$ cat src/rtl/spi_bus_arbiter.sv
`default_nettype none
// ============================================================================
// Module   : spi_bus_arbiter
// Brief    : Round-robin arbiter/sequencer sharing one SPI master between
//            NUM_REQ requesters; optional WAIT timeout via ARB_TIMEOUT_EN.
// Revision : 1.0 - initial release
// ============================================================================
module spi_bus_arbiter #(
  parameter int NUM_REQ       = 4,
  parameter int DATA_W        = 8,
  parameter int GAP_TICKS     = 2,
  parameter int TIMEOUT_TICKS = 16
) (
  input  logic                      CLK,
  input  logic                      RST,
  input  logic                      CTRL_TICK,
  input  logic [NUM_REQ-1:0]        REQ,
  input  logic [NUM_REQ*DATA_W-1:0] REQ_DATA,
  output logic [NUM_REQ-1:0]        GNT,
  output logic [NUM_REQ-1:0]        DONE,
  output logic                      ERR,
  output logic [DATA_W-1:0]         RX_DATA,
  output logic                      BUSY,
  output logic                      SPI_START,
  output logic [DATA_W-1:0]         SPI_TX,
  input  logic                      SPI_BUSY,
  input  logic                      SPI_DONE,
  input  logic [DATA_W-1:0]         SPI_RX
);

  localparam int c_IDX_W   = (NUM_REQ > 1) ? $clog2(NUM_REQ) : 1;
  localparam int c_CNT_MAX = (GAP_TICKS > TIMEOUT_TICKS) ? GAP_TICKS : TIMEOUT_TICKS;
  localparam int c_CNT_W   = $clog2(c_CNT_MAX + 1);
  localparam logic [c_CNT_W-1:0] c_GAP_LAST = c_CNT_W'(GAP_TICKS - 1);
  localparam logic [c_IDX_W-1:0] c_LAST_RST = c_IDX_W'(NUM_REQ - 1);
`ifdef ARB_TIMEOUT_EN
  localparam logic [c_CNT_W-1:0] c_TO_LAST  = c_CNT_W'(TIMEOUT_TICKS - 1);
`endif

  typedef enum logic [1:0] {
    S_IDLE    = 2'd0,
    S_START   = 2'd1,
    S_WAIT    = 2'd2,
    S_RELEASE = 2'd3
  } state_t;

  state_t               r_state;
  state_t               w_state_nxt;
  logic [NUM_REQ-1:0]   r_gnt,     w_gnt_nxt;
  logic [NUM_REQ-1:0]   r_done,    w_done_nxt;
  logic [DATA_W-1:0]    r_rx_data, w_rx_nxt;
  logic [DATA_W-1:0]    r_spi_tx,  w_tx_nxt;
  logic                 r_spi_start, w_start_nxt;
  logic                 r_busy;
  logic [c_IDX_W-1:0]   r_last,    w_last_nxt;
  logic [c_CNT_W-1:0]   r_cnt,     w_cnt_nxt;
`ifdef ARB_TIMEOUT_EN
  logic                 r_err,     w_err_nxt;
`endif

  logic [DATA_W-1:0]    w_req_word [NUM_REQ];
  logic [c_IDX_W-1:0]   w_idx;
  logic [c_IDX_W-1:0]   w_win;
  logic                 w_found;

  genvar g;
  generate
    for (g = 0; g < NUM_REQ; g++) begin : g_unpack
      assign w_req_word[g] = REQ_DATA[g*DATA_W +: DATA_W];
    end
  endgenerate

  // Walk downward so the last hit is the nearest set bit after r_last.
  always_comb begin
    w_found = 1'b0;
    w_win   = r_last;
    w_idx   = r_last;
    for (int i = NUM_REQ; i >= 1; i--) begin
      w_idx = c_IDX_W'((int'(r_last) + i) % NUM_REQ);
      if (REQ[w_idx]) begin
        w_found = 1'b1;
        w_win   = w_idx;
      end
    end
  end

  always_comb begin
    w_state_nxt = r_state;
    w_gnt_nxt   = r_gnt;
    w_done_nxt  = '0;
    w_rx_nxt    = r_rx_data;
    w_tx_nxt    = r_spi_tx;
    w_start_nxt = 1'b0;
    w_last_nxt  = r_last;
    w_cnt_nxt   = r_cnt;
`ifdef ARB_TIMEOUT_EN
    w_err_nxt   = 1'b0;
`endif
    case (r_state)
      S_IDLE: begin
        if (CTRL_TICK && w_found && !SPI_BUSY) begin
          w_state_nxt        = S_START;
          w_gnt_nxt          = '0;
          w_gnt_nxt[w_win]   = 1'b1;
          w_tx_nxt           = w_req_word[w_win];
          w_last_nxt         = w_win;
          w_start_nxt        = 1'b1;
          w_cnt_nxt          = '0;
        end
      end
      S_START: begin
        w_state_nxt = S_WAIT;
        w_cnt_nxt   = '0;
      end
      S_WAIT: begin
        if (SPI_DONE) begin
          w_state_nxt = S_RELEASE;
          w_rx_nxt    = SPI_RX;
          w_done_nxt  = r_gnt;
          w_gnt_nxt   = '0;
          w_cnt_nxt   = '0;
        end
`ifdef ARB_TIMEOUT_EN
        else if (CTRL_TICK) begin
          if (r_cnt == c_TO_LAST) begin
            w_state_nxt = S_RELEASE;
            w_done_nxt  = r_gnt;
            w_err_nxt   = 1'b1;
            w_gnt_nxt   = '0;
            w_cnt_nxt   = '0;
          end else begin
            w_cnt_nxt = r_cnt + 1'b1;
          end
        end
`endif
      end
      S_RELEASE: begin
        // The closing gap tick only returns to IDLE; arbitration waits for the next one.
        if (CTRL_TICK) begin
          if (r_cnt == c_GAP_LAST) begin
            w_state_nxt = S_IDLE;
            w_cnt_nxt   = '0;
          end else begin
            w_cnt_nxt = r_cnt + 1'b1;
          end
        end
      end
      default: begin
        w_state_nxt = S_IDLE;
        w_gnt_nxt   = '0;
      end
    endcase
  end

  always_ff @(posedge CLK or posedge RST) begin
    if (RST) begin
      r_state     <= S_IDLE;
      r_gnt       <= '0;
      r_done      <= '0;
      r_rx_data   <= '0;
      r_spi_tx    <= '0;
      r_spi_start <= 1'b0;
      r_busy      <= 1'b0;
      r_last      <= c_LAST_RST;
      r_cnt       <= '0;
`ifdef ARB_TIMEOUT_EN
      r_err       <= 1'b0;
`endif
    end else begin
      r_state     <= w_state_nxt;
      r_gnt       <= w_gnt_nxt;
      r_done      <= w_done_nxt;
      r_rx_data   <= w_rx_nxt;
      r_spi_tx    <= w_tx_nxt;
      r_spi_start <= w_start_nxt;
      r_busy      <= (w_state_nxt != S_IDLE);
      r_last      <= w_last_nxt;
      r_cnt       <= w_cnt_nxt;
`ifdef ARB_TIMEOUT_EN
      r_err       <= w_err_nxt;
`endif
    end
  end

  assign GNT       = r_gnt;
  assign DONE      = r_done;
  assign RX_DATA   = r_rx_data;
  assign SPI_TX    = r_spi_tx;
  assign SPI_START = r_spi_start;
  assign BUSY      = r_busy;
`ifdef ARB_TIMEOUT_EN
  assign ERR       = r_err;
`else
  assign ERR       = 1'b0;
`endif

endmodule
`default_nettype wire

$ cat config.mk
export PLATFORM = sky130hd
export DESIGN_NAME = spi_bus_arbiter
export DESIGN_NICKNAME = d
export VERILOG_FILES = /design/src/rtl/spi_bus_arbiter.sv
export SDC_FILE = /design/constraint.sdc
export NUM_CORES = 1
export LEC_CHECK = 0
export CAP_MARGIN = 5
export CORE_MARGIN = 4
export CORE_UTILIZATION = 46
export DETAILED_ROUTE_END_ITERATION = 8
export GPL_TIMING_DRIVEN = 0
export PLACE_DENSITY = 0.85
export SLEW_MARGIN = 40
export SYNTH_ARGS = -nofsm -noshare
export SYNTH_HDL_FRONTEND = slang
export SYNTH_SLANG_ARGS = --single-unit
$ cat constraint.sdc
create_clock -name CLK -period 3.08 [get_ports CLK]
set_input_delay 0.308 -clock CLK [delete_from_list [all_inputs] [get_ports CLK]]
set_output_delay 0.308 -clock CLK [all_outputs]
set_load 0.01 [all_outputs]
## Word level (Yosys, flattened, before mapping)

Index checks and enable logic that the tools add are counted.

- Bits of input ports: 49
- Bits in registers: 35
- Output and inout bits: 27
- Logic and storage cells: 78

- Add/sub/neg operators: 5
- Multiplexer cells: 38
- Bitwise gates (word level): 1
- Equal/unequal tests: 7
- Reductions and logical operators: 11
- Order comparisons: 7

Operators with widths:

| operator | count |
|---|---|
| 5-bit 2-to-1 mux | 4 |
| 5-bit one-hot mux with 4 select lines | 1 |
| 8-bit binary-select mux with 2-bit select | 1 |
| 2-bit 2-to-1 mux | 8 |
| 4-bit 2-to-1 mux | 4 |
| 8-bit 2-to-1 mux | 2 |
| 2-bit by 3-bit less-than comparator with 1-bit output, second input constant | 5 |
| 1-bit 2-to-1 mux | 11 |
| 1-bit binary-select mux with 2-bit select | 4 |
| 2-bit one-hot mux with 4 select lines | 1 |
| 4-bit one-hot mux with 2 select lines | 1 |
| 2-bit != test, second input constant | 3 |
| 3-bit AND reduction | 2 |
| 5-bit by 1-bit adder with 5-bit output, second input constant | 1 |
| 5-bit by 1-bit equality test with 1-bit output, second input constant | 1 |
| 2-bit by 1-bit adder with 2-bit output, second input constant | 2 |
| 2-bit adder, second input constant | 2 |
| 2-bit equality test, second input constant | 2 |
| 2-bit AND reduction | 2 |
| 2-bit nonzero test | 2 |
| 3-bit greater-or-equal comparator, second input constant | 1 |
| 1-bit logical AND | 3 |
| 2-bit inverter with 3-bit output | 1 |
| 1-bit demux with 2-bit select | 1 |
| 4 further kinds | 4 |

## Depth between registers and ports, before layout

Gate-level depths: netlist of the first run.

- Word-level depth: 13
- Depth in mapped cells: 8
- Mapped depth without buffers: 7

## Worst setup path before layout of the first run

Ideal clock, no wire load.

- Path kind: flip-flop to flip-flop
- Start point: register r_last[0]
- End point: register r_spi_tx[6] (netlist: SPI_TX[6])
- Arrival: 1730 ps
- Setup time: 123 ps
- Period minus slack after synthesis: 1853 ps
- Cell stages (with the launch flop): 7
- Path buffers: 1
- Path slack: 1227 ps
- Required time: 2957 ps
- Cell sequence: dfstp_2 -> or2b_1 -> o211ai_1 -> o211a_1 -> buf_6 -> mux2_4 -> o221a_2

- Word-level cells in the longest chain between the ends: 11
- Elaborated cells on any way between the ends: 27
- Classes of those cells: 4 x add/sub; 19 x mux; 1 x bitwise; 3 x reduce/logical

RTL lines:

| item | RTL line | text |
|---|---|---|
| from (decl) | 55 | `logic [c_IDX_W-1:0] r_last, w_last_nxt;` |
| from (signal assigned) | 164 | `r_last <= c_LAST_RST;` |
| from (signal assigned) | 177 | `r_last <= w_last_nxt;` |
| 2-bit by 1-bit adder with 2-bit output | 79 | `w_idx = c_IDX_W'((int'(r_last) + i) % NUM_REQ);` |
| 1-bit binary-select mux with 2-bit select | 80 | `if (REQ[w_idx]) begin` |
| 1-bit 2-to-1 mux (implied by the code) | 80 |  |
| 2-bit 2-to-1 mux (4 in a row) | 80 |  |
| 2-bit inverter with 3-bit output (implied by the code) | 105 | `w_tx_nxt = w_req_word[w_win];` |
| 8-bit binary-select mux with 2-bit select | 105 |  |
| 8-bit 2-to-1 mux (implied by the code) (2 in a row) | 105 |  |
| to (signal assigned) | 174 | `r_spi_tx <= w_tx_nxt;` |
| to (decl) | 52 | `logic [DATA_W-1:0] r_spi_tx, w_tx_nxt;` |

Several ways; a longest one is shown, not always the timed one. The select of a mux whose other input is x is not followed.
A chain may end at the register's enable or synchronous reset.

## Final worst setup path of the first run

- Start point: input port REQ[2]
- End point: register r_spi_tx[2] (netlist: SPI_TX[2])

- Word-level cells in the longest chain between the ends: 10
- Elaborated cells on any way between the ends: 23
- Classes of those cells: 19 x mux; 1 x bitwise; 3 x reduce/logical

RTL lines:

| item | RTL line | text |
|---|---|---|
| from (decl) | 17 | `input logic [NUM_REQ-1:0] REQ,` |
| 1-bit binary-select mux with 2-bit select | 80 |  |
| 1-bit 2-to-1 mux (implied by the code) | 80 |  |
| 2-bit 2-to-1 mux (4 in a row) | 80 |  |
| 2-bit inverter with 3-bit output (implied by the code) | 105 |  |
| 8-bit binary-select mux with 2-bit select | 105 |  |
| 8-bit 2-to-1 mux (implied by the code) (2 in a row) | 105 |  |

Several ways; a longest one is shown, not always the timed one. The select of a mux whose other input is x is not followed.

==> report_table.html, run 1 <==
<table>
<tr><th>Metric</th><th>Value</th></tr>
<tr><th colspan="2">Run status</th></tr>
<tr><td>Run status</td><td>finished clean</td></tr>
<tr><th colspan="2">STA</th></tr>
<tr><td>Worst Tran Pin Value</td><td>a little over 0.7 ns</td></tr>
<tr><td>Crit path time final</td><td>2.05 ns</td></tr>
<tr><td>Smallest setup slack after layout</td><td>between 1 and 1.5 ns</td></tr>
<tr><td>Final period util</td><td>approximately two thirds</td></tr>
<tr><td>Worst Clk Skew</td><td>between 0.003 and 0.004 ns</td></tr>
<tr><td>Final hold violation count</td><td>0</td></tr>
<tr><td>Setup TNS Final</td><td>0 ns</td></tr>
<tr><td>Number of slew-limit violations in the final report</td><td>0</td></tr>
<tr><td>Max Fclk</td><td>between 400 and 500 MHz</td></tr>
<tr><td>Final setup violation count</td><td>0</td></tr>
<tr><td>Relative slew slack</td><td>between 50% and 60%</td></tr>
<tr><td>Unrepaired setup endpoints after global routing</td><td>false</td></tr>
<tr><th colspan="2">Drt</th></tr>
<tr><td>Number of nets with antenna violations after routing</td><td>0</td></tr>
<tr><td>Per-cell via count in the routed design</td><td>roughly 5.4</td></tr>
<tr><td>DRC viols</td><td>0</td></tr>
<tr><td>Iter 0 DRT Violations</td><td>approximately 110</td></tr>
<tr><td>First-pass iteration count of the detailed router</td><td>4</td></tr>
<tr><td>Routed WL per cell</td><td>about 14 um</td></tr>
<tr><td>Routed vias</td><td>between 1,500 and 2,000</td></tr>
<tr><td>Final wirelength</td><td>4450 um</td></tr>
<tr><th colspan="2">Clocking</th></tr>
<tr><td>Worst-Skew Late Latency</td><td>a little under 0.3 ns</td></tr>
<tr><td>TritonCTS clock tree</td><td>yes</td></tr>
<tr><td>Clock tree buffer depth</td><td>2</td></tr>
<tr><td>TritonCTS sink count</td><td>35</td></tr>
<tr><td>Clock-pin transition on the worst setup and hold timing paths</td><td>approximately 0.07 ns</td></tr>
<tr><td>Post-CTS resize count</td><td>0</td></tr>
<tr><td>H-tree levels</td><td>2</td></tr>
<tr><td>Post CTS Setup Buffer Count</td><td>0</td></tr>
<tr><td>Hold_buf cts</td><td>0</td></tr>
<tr><td>Inserted Clock Buffers</td><td>5</td></tr>
<tr><td>Library cell used as clock root buffer</td><td>sky130_fd_sc_hd__clkbuf_8</td></tr>
<tr><th colspan="2">Setup path</th></tr>
<tr><td>Worst-path maximum fanout</td><td>9</td></tr>
<tr><td>Critical-path cell list</td><td>clkdlybuf4s50_1, or4_1, nand4b_2, nor4_4, o221ai_1, o221a_2</td></tr>
<tr><td>Arrival time reported for the critical path endpoint</td><td>2.23 ns</td></tr>
<tr><td>Setup crit end kind</td><td>flop</td></tr>
<tr><td>R2r startpoint</td><td>r_state[1]$_DFF_PP0_</td></tr>
<tr><td>Path type of the worst setup path</td><td>primary input to flop</td></tr>
<tr><td>Length in cells of the worst reg-to-reg path</td><td>6</td></tr>
<tr><td>Data required, critical path</td><td>about 3.3 ns</td></tr>
<tr><td>Endpoint of the worst register-to-register path</td><td>SPI_TX[2]$_DFFE_PP0P_</td></tr>
<tr><td>Kind of start point of the critical path</td><td>primary input</td></tr>
<tr><td>CP max stage cell</td><td>sky130_fd_sc_hd__clkdlybuf4s50_1</td></tr>
<tr><td>Register-to-register setup slack</td><td>1.09 ns</td></tr>
<tr><td>Largest stage delay on the critical path</td><td>~0.58 ns</td></tr>
<tr><th colspan="2">Placement</th></tr>
<tr><td>Placed Instance Area</td><td>between 0.002 and 0.003 sq mm</td></tr>
<tr><td>Worst slack at placement</td><td>about 0.75 ns</td></tr>
<tr><td>RePlAce Congestion</td><td>around 0.8</td></tr>
<tr><td>HPWL after DPL</td><td>between 3000 and 4000 um</td></tr>
<tr><td>PortBufs</td><td>74</td></tr>
<tr><th colspan="2">Floorplan</th></tr>
<tr><td>Die H</td><td>71.5 um</td></tr>
<tr><td>Total die area</td><td>between 0.005 and 0.006 sq mm</td></tr>
<tr><td>Placement row count</td><td>22</td></tr>
<tr><td>Starting density of the core</td><td>49.1%</td></tr>
<tr><td>Ports</td><td>76</td></tr>
<tr><td>Core ar.</td><td>around 0.0038 sq mm</td></tr>
<tr><td>Width of the die</td><td>between 70 and 80 um</td></tr>
<tr><th colspan="2">Synth</th></tr>
<tr><td>Share of the yosys chip area belonging to registers</td><td>between 40% and 50%</td></tr>
<tr><td>Most used flip-flop cell after synthesis</td><td>sky130_fd_sc_hd__dfrtp_1</td></tr>
<tr><td>Netlist area before placement</td><td>around 0.0019 sq mm</td></tr>
<tr><td>Fraction of post-synthesis cell area in the top cell type by area</td><td>between 40% and 50%</td></tr>
<tr><td>Yosys warning count</td><td>0</td></tr>
<tr><td>Post-synthesis area per instance</td><td>9.86 sq um</td></tr>
<tr><td>Yosys cell types</td><td>42</td></tr>
<tr><td>Share of async-settable or async-resettable flops after synthesis</td><td>100%</td></tr>
<tr><td>Top cell type by total area after synthesis</td><td>sky130_fd_sc_hd__dfrtp_1</td></tr>
<tr><td>Synth Register Bits</td><td>35</td></tr>
<tr><td>Post-synthesis instance total</td><td>~190</td></tr>
<tr><td>Top post-synthesis cells by area</td><td>sky130_fd_sc_hd__dfrtp_1 45%, sky130_fd_sc_hd__nand2_1 8.7%, sky130_fd_sc_hd__mux2_4 6.5%, sky130_fd_sc_hd__o221a_2 4.3%, sky130_fd_sc_hd__o221ai_1 3.8%</td></tr>
<tr><td>EDFF count, synth</td><td>0</td></tr>
<tr><td>Most frequent cells after synthesis</td><td>43 x sky130_fd_sc_hd__nand2_1, 33 x sky130_fd_sc_hd__dfrtp_1, 15 x sky130_fd_sc_hd__inv_1</td></tr>
<tr><td>Most instantiated library cell after synthesis</td><td>sky130_fd_sc_hd__nand2_1</td></tr>
<tr><td>Syn_nets</td><td>~240</td></tr>
<tr><th colspan="2">Global route</th></tr>
<tr><td>Wire length of the first global-routing pass</td><td>about 7500 um</td></tr>
<tr><td>Initial antenna violation count</td><td>0</td></tr>
<tr><td>Number of global-route vias before repair</td><td>about 1,700</td></tr>
<tr><td>Overall track demand over capacity in global routing</td><td>a little under a fifth</td></tr>
<tr><td>Global route overflow</td><td>0</td></tr>
<tr><td>Pin count of the biggest net entering global routing</td><td>36</td></tr>
<tr><th colspan="2">Finish</th></tr>
<tr><td>Diode count</td><td>0</td></tr>
<tr><td>Layout Cell Area excl Fill</td><td>between 0.002 and 0.003 sq mm</td></tr>
<tr><td>Post-layout util</td><td>74.0%</td></tr>
<tr><td>Fraction of final layout cells sized beyond drive strength 1</td><td>13.3%</td></tr>
<tr><td>Count of nets after finishing</td><td>320</td></tr>
<tr><td>Flip-flop and latch area</td><td>878 sq um</td></tr>
<tr><td>P&amp;R area growth vs syn</td><td>50.6%</td></tr>
<tr><td>Layout fillers</td><td>269</td></tr>
<tr><td>Area of the multi-input gates</td><td>around 860 sq um</td></tr>
<tr><th colspan="2">Power and ir drop</th></tr>
<tr><td>Maximum VDD drop</td><td>~0.00039 V</td></tr>
<tr><td>Leakage power figure</td><td>~0.0013 uW</td></tr>
<tr><td>P per Cell Area</td><td>about 790 mW/mm^2</td></tr>
<tr><th colspan="2">Worst hold path</th></tr>
<tr><td>Hold Crit Class</td><td>primary input to async pin</td></tr>
<tr><th colspan="2">Job</th></tr>
<tr><td>MaxCap Viol Count</td><td>0</td></tr>
</table>
==> per-layer routing <==
metal  vias up  track usage [%]  routed length, um
li1        819                -                  -
met1       793             22.2               1780
met3         9             5.89                465
met2        87             31.2               2140
met5         -                0                  0
met4         0             7.31                 65
==> flip-flops by register name (all words and copies together) (netlist names) <==
register,flops
RX_DATA,8
SPI_TX,8
r_cnt,5
DONE,4
GNT,4
r_last,2
r_state,2
BUSY,1
SPI_START,1
==> worst max-delay path, delay by kind of cell <==
family	cells	cell delay [ns]
AND/OR/NAND/NOR	3	0.92
buffers and inverters	1	0.58
AO/OA/AOI/OAI	2	0.42
==> cells by family after synthesis <==
logic type      synth area share [%]
buf+inv                         6.41
mux                             7.02
other cells                    0.202
fa+ha+maj                       1.35
compound gates                  16.1
flops                           47.4
simple gates                    21.5
==> power breakdown <==
| part | switching (uW) | total, uW | internal [uW] | leakage [uW] |
|---|---|---|---|---|
| Combinational | 459 | 989 | 530 | 0.000791 |
| Sequential | 99.7 | 719 | 619 | 0.000443 |
| Clock | 174 | 497 | 323 | 0.0000644 |
==> area by class of cell <==
type / count / area share (%)
Buffer: 9 / 2.24
Clock buffer: 5 / 2.47
Clock inverter: 3 / 2.42
Inverter: 15 / 2.02
Multi-Input combinational cell: 129 / 30.7
Sequential cell: 35 / 31.5
Tap cell: 48 / 2.15
Timing Repair Buffer: 74 / 26.5
==> layout by cell type, fill, tap and decap left out, types with 2 or more instances in the layout <==
master,netlist,routed
sky130_fd_sc_hd__clkdlybuf4s50_1,0,74
sky130_fd_sc_hd__nand2_1,43,43
sky130_fd_sc_hd__dfrtp_1,33,33
sky130_fd_sc_hd__inv_1,15,14
sky130_fd_sc_hd__mux2_4,8,8
sky130_fd_sc_hd__o221ai_1,8,8
sky130_fd_sc_hd__nor2_1,7,7
sky130_fd_sc_hd__nand3_1,7,7
sky130_fd_sc_hd__o221a_2,7,7
sky130_fd_sc_hd__and3_1,5,5
sky130_fd_sc_hd__clkbuf_8,0,5
sky130_fd_sc_hd__a21oi_1,4,4
sky130_fd_sc_hd__o21ai_0,4,4
sky130_fd_sc_hd__clkbuf_1,3,3
sky130_fd_sc_hd__buf_6,3,3
sky130_fd_sc_hd__a21o_1,3,3
sky130_fd_sc_hd__buf_2,2,2
sky130_fd_sc_hd__and2_1,2,2
sky130_fd_sc_hd__nand2b_1,2,2
sky130_fd_sc_hd__or3_1,2,2
sky130_fd_sc_hd__a22oi_1,2,2
sky130_fd_sc_hd__o211ai_1,2,2
sky130_fd_sc_hd__o31ai_1,2,2
sky130_fd_sc_hd__nor3b_1,2,2
sky130_fd_sc_hd__ha_1,2,2
sky130_fd_sc_hd__bufinv_16,0,2
sky130_fd_sc_hd__dfstp_2,2,2
==> worst max-delay path by stage <==
| stage | startpoint | end | slack (ns) | cells after the start |
|---|---|---|---|---|
| 6_report | REQ[2] | SPI_TX[2]$_DFFE_PP0P_ | 1.03 | 6 |
| 5_1_grt | REQ[2] | SPI_TX[7]$_DFFE_PP0P_ | 0.87 | 6 |
| 4_1_cts | REQ[2] | SPI_TX[2]$_DFFE_PP0P_ | 1.04 | 6 |
| 3_5_place_dp | REQ[2] | SPI_TX[2]$_DFFE_PP0P_ | 0.75 | 6 |
| 3_3_place_gp | REQ[2] | SPI_TX[7]$_DFFE_PP0P_ | 0.75 | 6 |
| 2_1_floorplan | r_last[0]$_DFFE_PP1P_ | SPI_TX[6]$_DFFE_PP0P_ | 1.23 | 6 |
==> per-stage QoR <==
| step | cells | hold slack [ns] | total power [uW] |
|---|---|---|---|
| 2_1_floorplan | 188 | 0.413 | 1300 |
| 3_3_place_gp | 310 | 0.455 | 1690 |
| 3_5_place_dp | 310 | 0.472 | 1720 |
| 4_1_cts | 318 | 0.475 | 2220 |
| 5_1_grt | 318 | 0.507 | 2350 |
| 6_report | 318 | 0.451 | 2200 |
Power figures use the tool's default switching activity.
==> inputs of run 2 (changes only) <==
--- a/config.mk
+++ b/config.mk
@@ -7,10 +7,10 @@
 export LEC_CHECK = 0
 export CAP_MARGIN = 5
 export CORE_MARGIN = 4
-export CORE_UTILIZATION = 46
+export CORE_UTILIZATION = 43
 export DETAILED_ROUTE_END_ITERATION = 8
 export GPL_TIMING_DRIVEN = 0
-export PLACE_DENSITY = 0.85
+export PLACE_DENSITY = 0.8
 export SLEW_MARGIN = 40
 export SYNTH_ARGS = -nofsm -noshare
 export SYNTH_HDL_FRONTEND = slang
==> constraint.sdc (replaced) <==
create_clock -name CLK -period 2.07 [get_ports CLK]
set_input_delay 0.207 -clock CLK [delete_from_list [all_inputs] [get_ports CLK]]
set_output_delay 0.207 -clock CLK [all_outputs]
set_load 0.01 [all_outputs]
==> run 2 against run 1 <==
Against the previous run:
- die area grew 6.2%
- flip-flop and latch count is the same
- first-iteration DRC count shrank 58%
- setup slack lost 0.97 ns
- critical path type unchanged
- largest power group unchanged
- highest routed layer unchanged
==> report_table.html, run 2 (synthesized netlist as in run 1, its figures left out) <==
<table>
<tr><th>Metric</th><th>Value</th></tr>
<tr><th colspan="2">Setup path</th></tr>
<tr><td>Endpoint of the worst register-to-register path</td><td>SPI_TX[2]$_DFFE_PP0P_</td></tr>
<tr><td>Largest stage delay on the critical path</td><td>between 0.5 and 0.6 ns</td></tr>
<tr><td>Data required, critical path</td><td>roughly 2.2 ns</td></tr>
<tr><td>Register-to-register setup slack</td><td>~0.080 ns</td></tr>
<tr><td>Length in cells of the worst reg-to-reg path</td><td>5</td></tr>
<tr><td>Worst path bufs/invs</td><td>2</td></tr>
<tr><td>Arrival time reported for the critical path endpoint</td><td>~2.2 ns</td></tr>
<tr><td>Worst-path maximum fanout</td><td>8</td></tr>
<tr><td>Critical-path cell list</td><td>clkdlybuf4s50_1, inv_1, o32ai_1, or3_1, nand2_1, o221a_2</td></tr>
<tr><td>R2r startpoint</td><td>r_last[0]$_DFFE_PP1P_</td></tr>
<tr><td>Cell family contributing the most delay on the critical path</td><td>compound AO/OA/AOI/OAI gates</td></tr>
<tr><td>Setup crit end kind</td><td>flop</td></tr>
<tr><td>Path type of the worst setup path</td><td>primary input to flop</td></tr>
<tr><td>Kind of start point of the critical path</td><td>primary input</td></tr>
<tr><td>CP max stage cell</td><td>sky130_fd_sc_hd__clkdlybuf4s50_1</td></tr>
<tr><th colspan="2">Power and ir drop</th></tr>
<tr><td>Post-layout power</td><td>between 3000 and 4000 uW</td></tr>
<tr><td>Maximum VDD drop</td><td>roughly 0.00054 V</td></tr>
<tr><td>P per Cell Area</td><td>approximately 1100 mW/mm^2</td></tr>
<tr><td>Leakage power figure</td><td>about 0.0013 uW</td></tr>
<tr><th colspan="2">STA</th></tr>
<tr><td>Worst Clk Skew</td><td>between 0.007 and 0.008 ns</td></tr>
<tr><td>Relative slew slack</td><td>53.4%</td></tr>
<tr><td>Number of slew-limit violations in the final report</td><td>0</td></tr>
<tr><td>Crit path time final</td><td>2.01 ns</td></tr>
<tr><td>Final hold violation count</td><td>0</td></tr>
<tr><td>Final setup violation count</td><td>0</td></tr>
<tr><td>Worst Tran Pin Value</td><td>0.697 ns</td></tr>
<tr><td>Max Fclk</td><td>roughly 500 MHz</td></tr>
<tr><td>Unrepaired setup endpoints after global routing</td><td>false</td></tr>
<tr><td>Final period util</td><td>between 90% and 100%</td></tr>
<tr><td>Hold_ws</td><td>roughly 0.35 ns</td></tr>
<tr><th colspan="2">Drt</th></tr>
<tr><td>Met2 wirelength from detailed routing</td><td>roughly 2200 um</td></tr>
<tr><td>Highest routed layer</td><td>met4</td></tr>
<tr><td>Routed vias</td><td>1,662</td></tr>
<tr><td>Per-cell via count in the routed design</td><td>just over 5</td></tr>
<tr><td>Post-Route M1 WL</td><td>1780 um</td></tr>
<tr><td>First-pass iteration count of the detailed router</td><td>4</td></tr>
<tr><td>Routed WL per cell</td><td>around 14 um</td></tr>
<tr><td>DR WL met3</td><td>~440 um</td></tr>
<tr><td>Iter 0 DRT Violations</td><td>between 40 and 50</td></tr>
<tr><td>Number of nets with antenna violations after routing</td><td>0</td></tr>
<tr><td>Final wirelength</td><td>4430 um</td></tr>
<tr><td>DRC viols</td><td>0</td></tr>
<tr><th colspan="2">Clocking</th></tr>
<tr><td>H-tree levels</td><td>2</td></tr>
<tr><td>TritonCTS clock tree</td><td>yes</td></tr>
<tr><td>Worst-Skew Late Latency</td><td>0.29 ns</td></tr>
<tr><td>Inserted Clock Buffers</td><td>5</td></tr>
<tr><td>Library cell used as clock root buffer</td><td>sky130_fd_sc_hd__clkbuf_8</td></tr>
<tr><td>Clock-pin transition on the worst setup and hold timing paths</td><td>roughly 0.07 ns</td></tr>
<tr><td>Hold_buf cts</td><td>0</td></tr>
<tr><td>TritonCTS sink count</td><td>35</td></tr>
<tr><td>Clock tree buffer depth</td><td>2</td></tr>
<tr><th colspan="2">Job</th></tr>
<tr><td>MaxCap Viol Count</td><td>0</td></tr>
<tr><th colspan="2">Finish</th></tr>
<tr><td>P&amp;R area growth vs syn</td><td>49.8%</td></tr>
<tr><td>Diode count</td><td>0</td></tr>
<tr><td>Fraction of final layout cells sized beyond drive strength 1</td><td>approximately 14%</td></tr>
<tr><td>Commonest cells after routing, fill and taps aside</td><td>74 x sky130_fd_sc_hd__clkdlybuf4s50_1, 43 x sky130_fd_sc_hd__nand2_1, 33 x sky130_fd_sc_hd__dfrtp_1, 14 x sky130_fd_sc_hd__inv_1</td></tr>
<tr><td>Layout Cell Area excl Fill</td><td>around 0.0028 sq mm</td></tr>
<tr><td>Count of nets after finishing</td><td>~320</td></tr>
<tr><td>Most frequent standard cell in the layout excluding fill and tap cells</td><td>sky130_fd_sc_hd__clkdlybuf4s50_1</td></tr>
<tr><th colspan="2">Placement</th></tr>
<tr><td>PortBufs</td><td>74</td></tr>
<tr><td>RePlAce Congestion</td><td>0.755</td></tr>
<tr><td>HPWL after DPL</td><td>3330 um</td></tr>
<tr><td>Placed Instance Area</td><td>about 0.0027 sq mm</td></tr>
<tr><th colspan="2">Floorplan</th></tr>
<tr><td>Die H</td><td>approximately 74 um</td></tr>
<tr><td>Placement row count</td><td>23</td></tr>
<tr><td>Width of the die</td><td>about 74 um</td></tr>
<tr><td>Total die area</td><td>between 0.005 and 0.006 sq mm</td></tr>
<tr><td>Ports</td><td>between 70 and 80</td></tr>
<tr><td>Core ar.</td><td>just over 0.004 sq mm</td></tr>
<tr><td>Starting density of the core</td><td>a little under half</td></tr>
<tr><th colspan="2">Global route</th></tr>
<tr><td>Pin count of the biggest net entering global routing</td><td>36</td></tr>
<tr><td>Number of global-route vias before repair</td><td>between 1,500 and 2,000</td></tr>
<tr><td>Overall track demand over capacity in global routing</td><td>between 15 and 20%</td></tr>
<tr><td>Wire length of the first global-routing pass</td><td>7470 um</td></tr>
<tr><td>Global route overflow</td><td>0</td></tr>
<tr><td>Initial antenna violation count</td><td>0</td></tr>
<tr><th colspan="2">Run status</th></tr>
<tr><td>Run status</td><td>finished clean</td></tr>
<tr><th colspan="2">Worst hold path</th></tr>
<tr><td>Hold Crit Class</td><td>primary input to async pin</td></tr>
</table>
-- run 2: changes by cell type in the layout (fill, tap and decap cells not counted) --
cell,delta
sky130_fd_sc_hd__buf_4,+1
sky130_fd_sc_hd__bufinv_16,-1
sky130_fd_sc_hd__clkinv_2,+1
sky130_fd_sc_hd__clkinv_4,+1
sky130_fd_sc_hd__clkinvlp_4,-1
-- run 2: power breakdown --
group          leakage (uW)  internal (uW)  switching [uW]
logic              0.000797            789             679
clock network     0.0000581            358             248
registers          0.000443            921             146
-- run 2: worst max path at each step --
stage	depth (start not counted)	startpoint	end	slack, ns
finish	6	REQ[2]	SPI_TX[2]$_DFFE_PP0P_	0.06
global route	7	r_last[0]$_DFFE_PP1P_	SPI_TX[0]$_DFFE_PP0P_	0.02
CTS	6	r_state[1]$_DFF_PP0_	SPI_TX[4]$_DFFE_PP0P_	0.06
detailed placement	6	REQ[2]	SPI_TX[1]$_DFFE_PP0P_	-0.17
global placement	6	REQ[2]	SPI_TX[4]$_DFFE_PP0P_	-0.16
floorplan	6	r_last[0]$_DFFE_PP1P_	SPI_TX[6]$_DFFE_PP0P_	0.22
-- run 2: cell type report --
| class | instances | area [sq um] |
|---|---|---|
| multi-input cells | 129 | 856 |
| well taps | 50 | 62.6 |
| fillers | 337 | 1310 |
| inverters | 15 | 56.3 |
| clock buffers | 5 | 68.8 |
| plain buffers | 9 | 62.6 |
| repair buffers | 75 | 748 |
| clock inverters | 3 | 43.8 |
| flip-flops and latches | 35 | 878 |
-- run 2: per-layer routing --
layer | GRT usage [%] | vias up
met3 | 5.61 | 6
met1 | 21.4 | 771
met4 | 8.05 | 0
met5 | 0 | -
met2 | 29.3 | 66
li1 | - | 819
-- run 2: per-stage QoR --
step                instances  setup TNS [ns]  setup WS [ns]  utilization [%]
floorplan                 188               0          0.217                -
global placement          312           -1.22         -0.162             65.0
detailed placement        312           -1.30         -0.171             65.0
CTS                       320               0         0.0611             67.8
global route              321               0         0.0237             67.9
finish                    321               0         0.0646             67.9
-- run 2: repair_timing --
action	4_1_cts	5_1_grt
setup endpoints to repair	0	8
buffers inserted	0	1
gates resized for setup	0	0
==> inputs of run 3 (changes only) <==
--- a/config.mk
+++ b/config.mk
@@ -7,10 +7,11 @@
 export LEC_CHECK = 0
 export CAP_MARGIN = 5
 export CORE_MARGIN = 4
-export CORE_UTILIZATION = 43
+export CORE_UTILIZATION = 44
+export CTS_BUF_LIST = sky130_fd_sc_hd__clkbuf_8
 export DETAILED_ROUTE_END_ITERATION = 8
 export GPL_TIMING_DRIVEN = 0
-export PLACE_DENSITY = 0.8
+export PLACE_DENSITY = 0.82
 export SLEW_MARGIN = 40
 export SYNTH_ARGS = -nofsm -noshare
 export SYNTH_HDL_FRONTEND = slang
==> run 3 against run 2 <==
Against the previous run:
- clock power increased by 3.5%
- non-clock buffer count decreased by 1
- final cell count down 0.31%
- sequential share of layout area down 0.23 points
- flip-flop and latch count is the same
- clock skew down 0.0044 ns
- setup slack better by 0.032 ns
- critical endpoint is now SPI_TX[6]$_DFFE_PP0P_
==> report_table.html, run 3 (synthesized netlist as in run 1, its figures left out) <==
<table>
<tr><th>Metric</th><th>Value</th></tr>
<tr><th colspan="2">Job</th></tr>
<tr><td>MaxCap Viol Count</td><td>0</td></tr>
<tr><th colspan="2">Placement</th></tr>
<tr><td>RePlAce Congestion</td><td>about 0.73</td></tr>
<tr><td>Cell Count Post-Placement</td><td>312</td></tr>
<tr><td>HPWL after DPL</td><td>3330 um</td></tr>
<tr><td>PortBufs</td><td>74</td></tr>
<tr><th colspan="2">Power and ir drop</th></tr>
<tr><td>P per Cell Area</td><td>1140 mW/mm^2</td></tr>
<tr><td>Leakage power figure</td><td>between 0.001 and 0.0015 uW</td></tr>
<tr><td>Maximum VDD drop</td><td>0.000542 V</td></tr>
<tr><th colspan="2">Drt</th></tr>
<tr><td>Routed WL per cell</td><td>about 14 um</td></tr>
<tr><td>Routed vias</td><td>1,666</td></tr>
<tr><td>First-pass iteration count of the detailed router</td><td>4</td></tr>
<tr><td>Per-cell via count in the routed design</td><td>between 5 and 6</td></tr>
<tr><td>Iter 0 DRT Violations</td><td>76</td></tr>
<tr><td>DRC viols</td><td>0</td></tr>
<tr><td>Final wirelength</td><td>between 4000 and 5000 um</td></tr>
<tr><td>Number of nets with antenna violations after routing</td><td>0</td></tr>
<tr><th colspan="2">STA</th></tr>
<tr><td>Final hold violation count</td><td>0</td></tr>
<tr><td>Final setup violation count</td><td>0</td></tr>
<tr><td>Number of slew-limit violations in the final report</td><td>0</td></tr>
<tr><td>Worst Tran Pin Value</td><td>0.718 ns</td></tr>
<tr><td>Relative slew slack</td><td>52.1%</td></tr>
<tr><td>Crit path time final</td><td>1.97 ns</td></tr>
<tr><td>Max Fclk</td><td>around 510 MHz</td></tr>
<tr><td>Final period util</td><td>95.3%</td></tr>
<tr><td>Unrepaired setup endpoints after global routing</td><td>false</td></tr>
<tr><td>Worst Clk Skew</td><td>around 0.0031 ns</td></tr>
<tr><th colspan="2">Floorplan</th></tr>
<tr><td>Ports</td><td>76</td></tr>
<tr><td>Total die area</td><td>0.00531 sq mm</td></tr>
<tr><td>Core ar.</td><td>approximately 0.0040 sq mm</td></tr>
<tr><td>Width of the die</td><td>72.9 um</td></tr>
<tr><td>Starting density of the core</td><td>between 40 and 50%</td></tr>
<tr><td>Placement row count</td><td>23</td></tr>
<tr><td>Die H</td><td>between 70 and 80 um</td></tr>
<tr><th colspan="2">Clocking</th></tr>
<tr><td>Clock tree buffer depth</td><td>2</td></tr>
<tr><td>Inserted Clock Buffers</td><td>5</td></tr>
<tr><td>Hold_buf cts</td><td>0</td></tr>
<tr><td>Clock-pin transition on the worst setup and hold timing paths</td><td>about 0.07 ns</td></tr>
<tr><td>H-tree levels</td><td>2</td></tr>
<tr><td>Worst-Skew Late Latency</td><td>about 0.28 ns</td></tr>
<tr><td>Post-CTS resize count</td><td>0</td></tr>
<tr><td>Library cell used as clock root buffer</td><td>sky130_fd_sc_hd__clkbuf_8</td></tr>
<tr><td>TritonCTS clock tree</td><td>yes</td></tr>
<tr><td>TritonCTS sink count</td><td>35</td></tr>
<tr><td>Post CTS Setup Buffer Count</td><td>0</td></tr>
<tr><th colspan="2">Global route</th></tr>
<tr><td>Initial antenna violation count</td><td>0</td></tr>
<tr><td>Overall track demand over capacity in global routing</td><td>between 10% and 20%</td></tr>
<tr><td>Number of global-route vias before repair</td><td>1,663</td></tr>
<tr><td>Wire length of the first global-routing pass</td><td>about 7200 um</td></tr>
<tr><td>Pin count of the biggest net entering global routing</td><td>36</td></tr>
<tr><td>Global route overflow</td><td>0</td></tr>
<tr><th colspan="2">Finish</th></tr>
<tr><td>Fraction of final layout cells sized beyond drive strength 1</td><td>between 10% and 20%</td></tr>
<tr><td>Post-layout util</td><td>between 60% and 70%</td></tr>
<tr><td>Diode count</td><td>0</td></tr>
<tr><td>Commonest cells after routing, fill and taps aside</td><td>74 x sky130_fd_sc_hd__clkdlybuf4s50_1, 43 x sky130_fd_sc_hd__nand2_1, 33 x sky130_fd_sc_hd__dfrtp_1, 14 x sky130_fd_sc_hd__inv_1, 8 x sky130_fd_sc_hd__mux2_4</td></tr>
<tr><td>Count of nets after finishing</td><td>320</td></tr>
<tr><td>Final Non-Filler Cells</td><td>320</td></tr>
<tr><td>P&amp;R area growth vs syn</td><td>50.9%</td></tr>
<tr><td>Layout fillers</td><td>319</td></tr>
<tr><td>Most frequent standard cell in the layout excluding fill and tap cells</td><td>sky130_fd_sc_hd__clkdlybuf4s50_1</td></tr>
<tr><th colspan="2">Setup path</th></tr>
<tr><td>Worst-path maximum fanout</td><td>10</td></tr>
<tr><td>Largest stage delay on the critical path</td><td>about 0.55 ns</td></tr>
<tr><td>Path type of the worst setup path</td><td>flop to flop</td></tr>
<tr><td>Critical Path Start</td><td>r_last[0]$_DFFE_PP1P_</td></tr>
<tr><td>Kind of start point of the critical path</td><td>flop</td></tr>
<tr><td>Critical-path cell list</td><td>or2b_1, o211ai_1, o211a_1, buf_8, mux2_4, o221a_2</td></tr>
<tr><td>Arrival time reported for the critical path endpoint</td><td>approximately 2.1 ns</td></tr>
<tr><td>Data required, critical path</td><td>2.24 ns</td></tr>
<tr><td>Setup crit end kind</td><td>flop</td></tr>
<tr><td>CP max stage cell</td><td>sky130_fd_sc_hd__dfstp_2</td></tr>
<tr><td>R2r startpoint</td><td>r_last[0]$_DFFE_PP1P_</td></tr>
<tr><th colspan="2">Run status</th></tr>
<tr><td>Run status</td><td>finished clean</td></tr>
<tr><th colspan="2">Worst hold path</th></tr>
<tr><td>Hold Crit Class</td><td>primary input to async pin</td></tr>
</table>
==> run 3: cell count changes in the layout (fill, tap and decap cells not counted), sizes merged <==
cell    previous run  this run
buf                7         6
clkbuf             8         9
clkinv             2         1
==> run 3: power breakdown <==
group          internal, uW  switching [uW]  leakage (uW)
Combinational           802             696      0.000797
Clock                   389             238     0.0000612
Sequential              921             140      0.000443
==> run 3: layout make-up <==
class,instances,area [sq um],share of cell area (%)
repair buffers,74,741,26.5
multi-input cells,129,875,31.3
clock buffers,6,82.6,2.95
plain buffers,9,66.3,2.37
well taps,50,62.6,2.24
flip-flops and latches,35,878,31.4
clock inverters,2,35.0,1.25
inverters,15,56.3,2.01
==> run 3: metal layers <==
layer / up-vias / wire length [um] / GRT usage, %
met5: - / 0 / 0
met2: 68 / 2250 / 31.6
met1: 779 / 1690 / 19.7
li1: 816 / - / -
met4: 0 / 24 / 3.28
met3: 3 / 425 / 5.92
==> run 3: critical path, delay by kind of cell, from the launching register on <==
kind / cells / cell delay [ns]
buffers and inverters: 1 / 0.16
muxes: 1 / 0.31
AOI/OAI and AO/OA: 3 / 0.59
and+or+nand+nor: 1 / 0.25
DFF: 1 / 0.55
==> run 3: final timing paths <==
path	slack, ns	cells after the start	to
max reg2reg	0.1	6	SPI_TX[6]$_DFFE_PP0P_
min in group CLK	0.46	3	RX_DATA[5]$_DFFE_PP0P_
min	0.36	2	SPI_TX[1]$_DFFE_PP0P_
max in group asynchronous	1.25	2	RX_DATA[0]$_DFFE_PP0P_
min reg2reg	0.47	2	RX_DATA[6]$_DFFE_PP0P_
max	0.1	6	SPI_TX[6]$_DFFE_PP0P_
==> run 3: through the flow <==
step	setup TNS [ns]	total power, uW	instance area [sq um]	worst slack, ns	hold slack [ns]
floorplan	0	1930	1850	0.217	0.312
global placement	-1.08	2520	2660	-0.137	0.457
detailed placement	-1.35	2560	2660	-0.171	0.465
CTS	0	3200	2770	0.0974	0.392
global route	0	3410	2800	0.000841	0.437
finish	0	3190	2800	0.0968	0.359
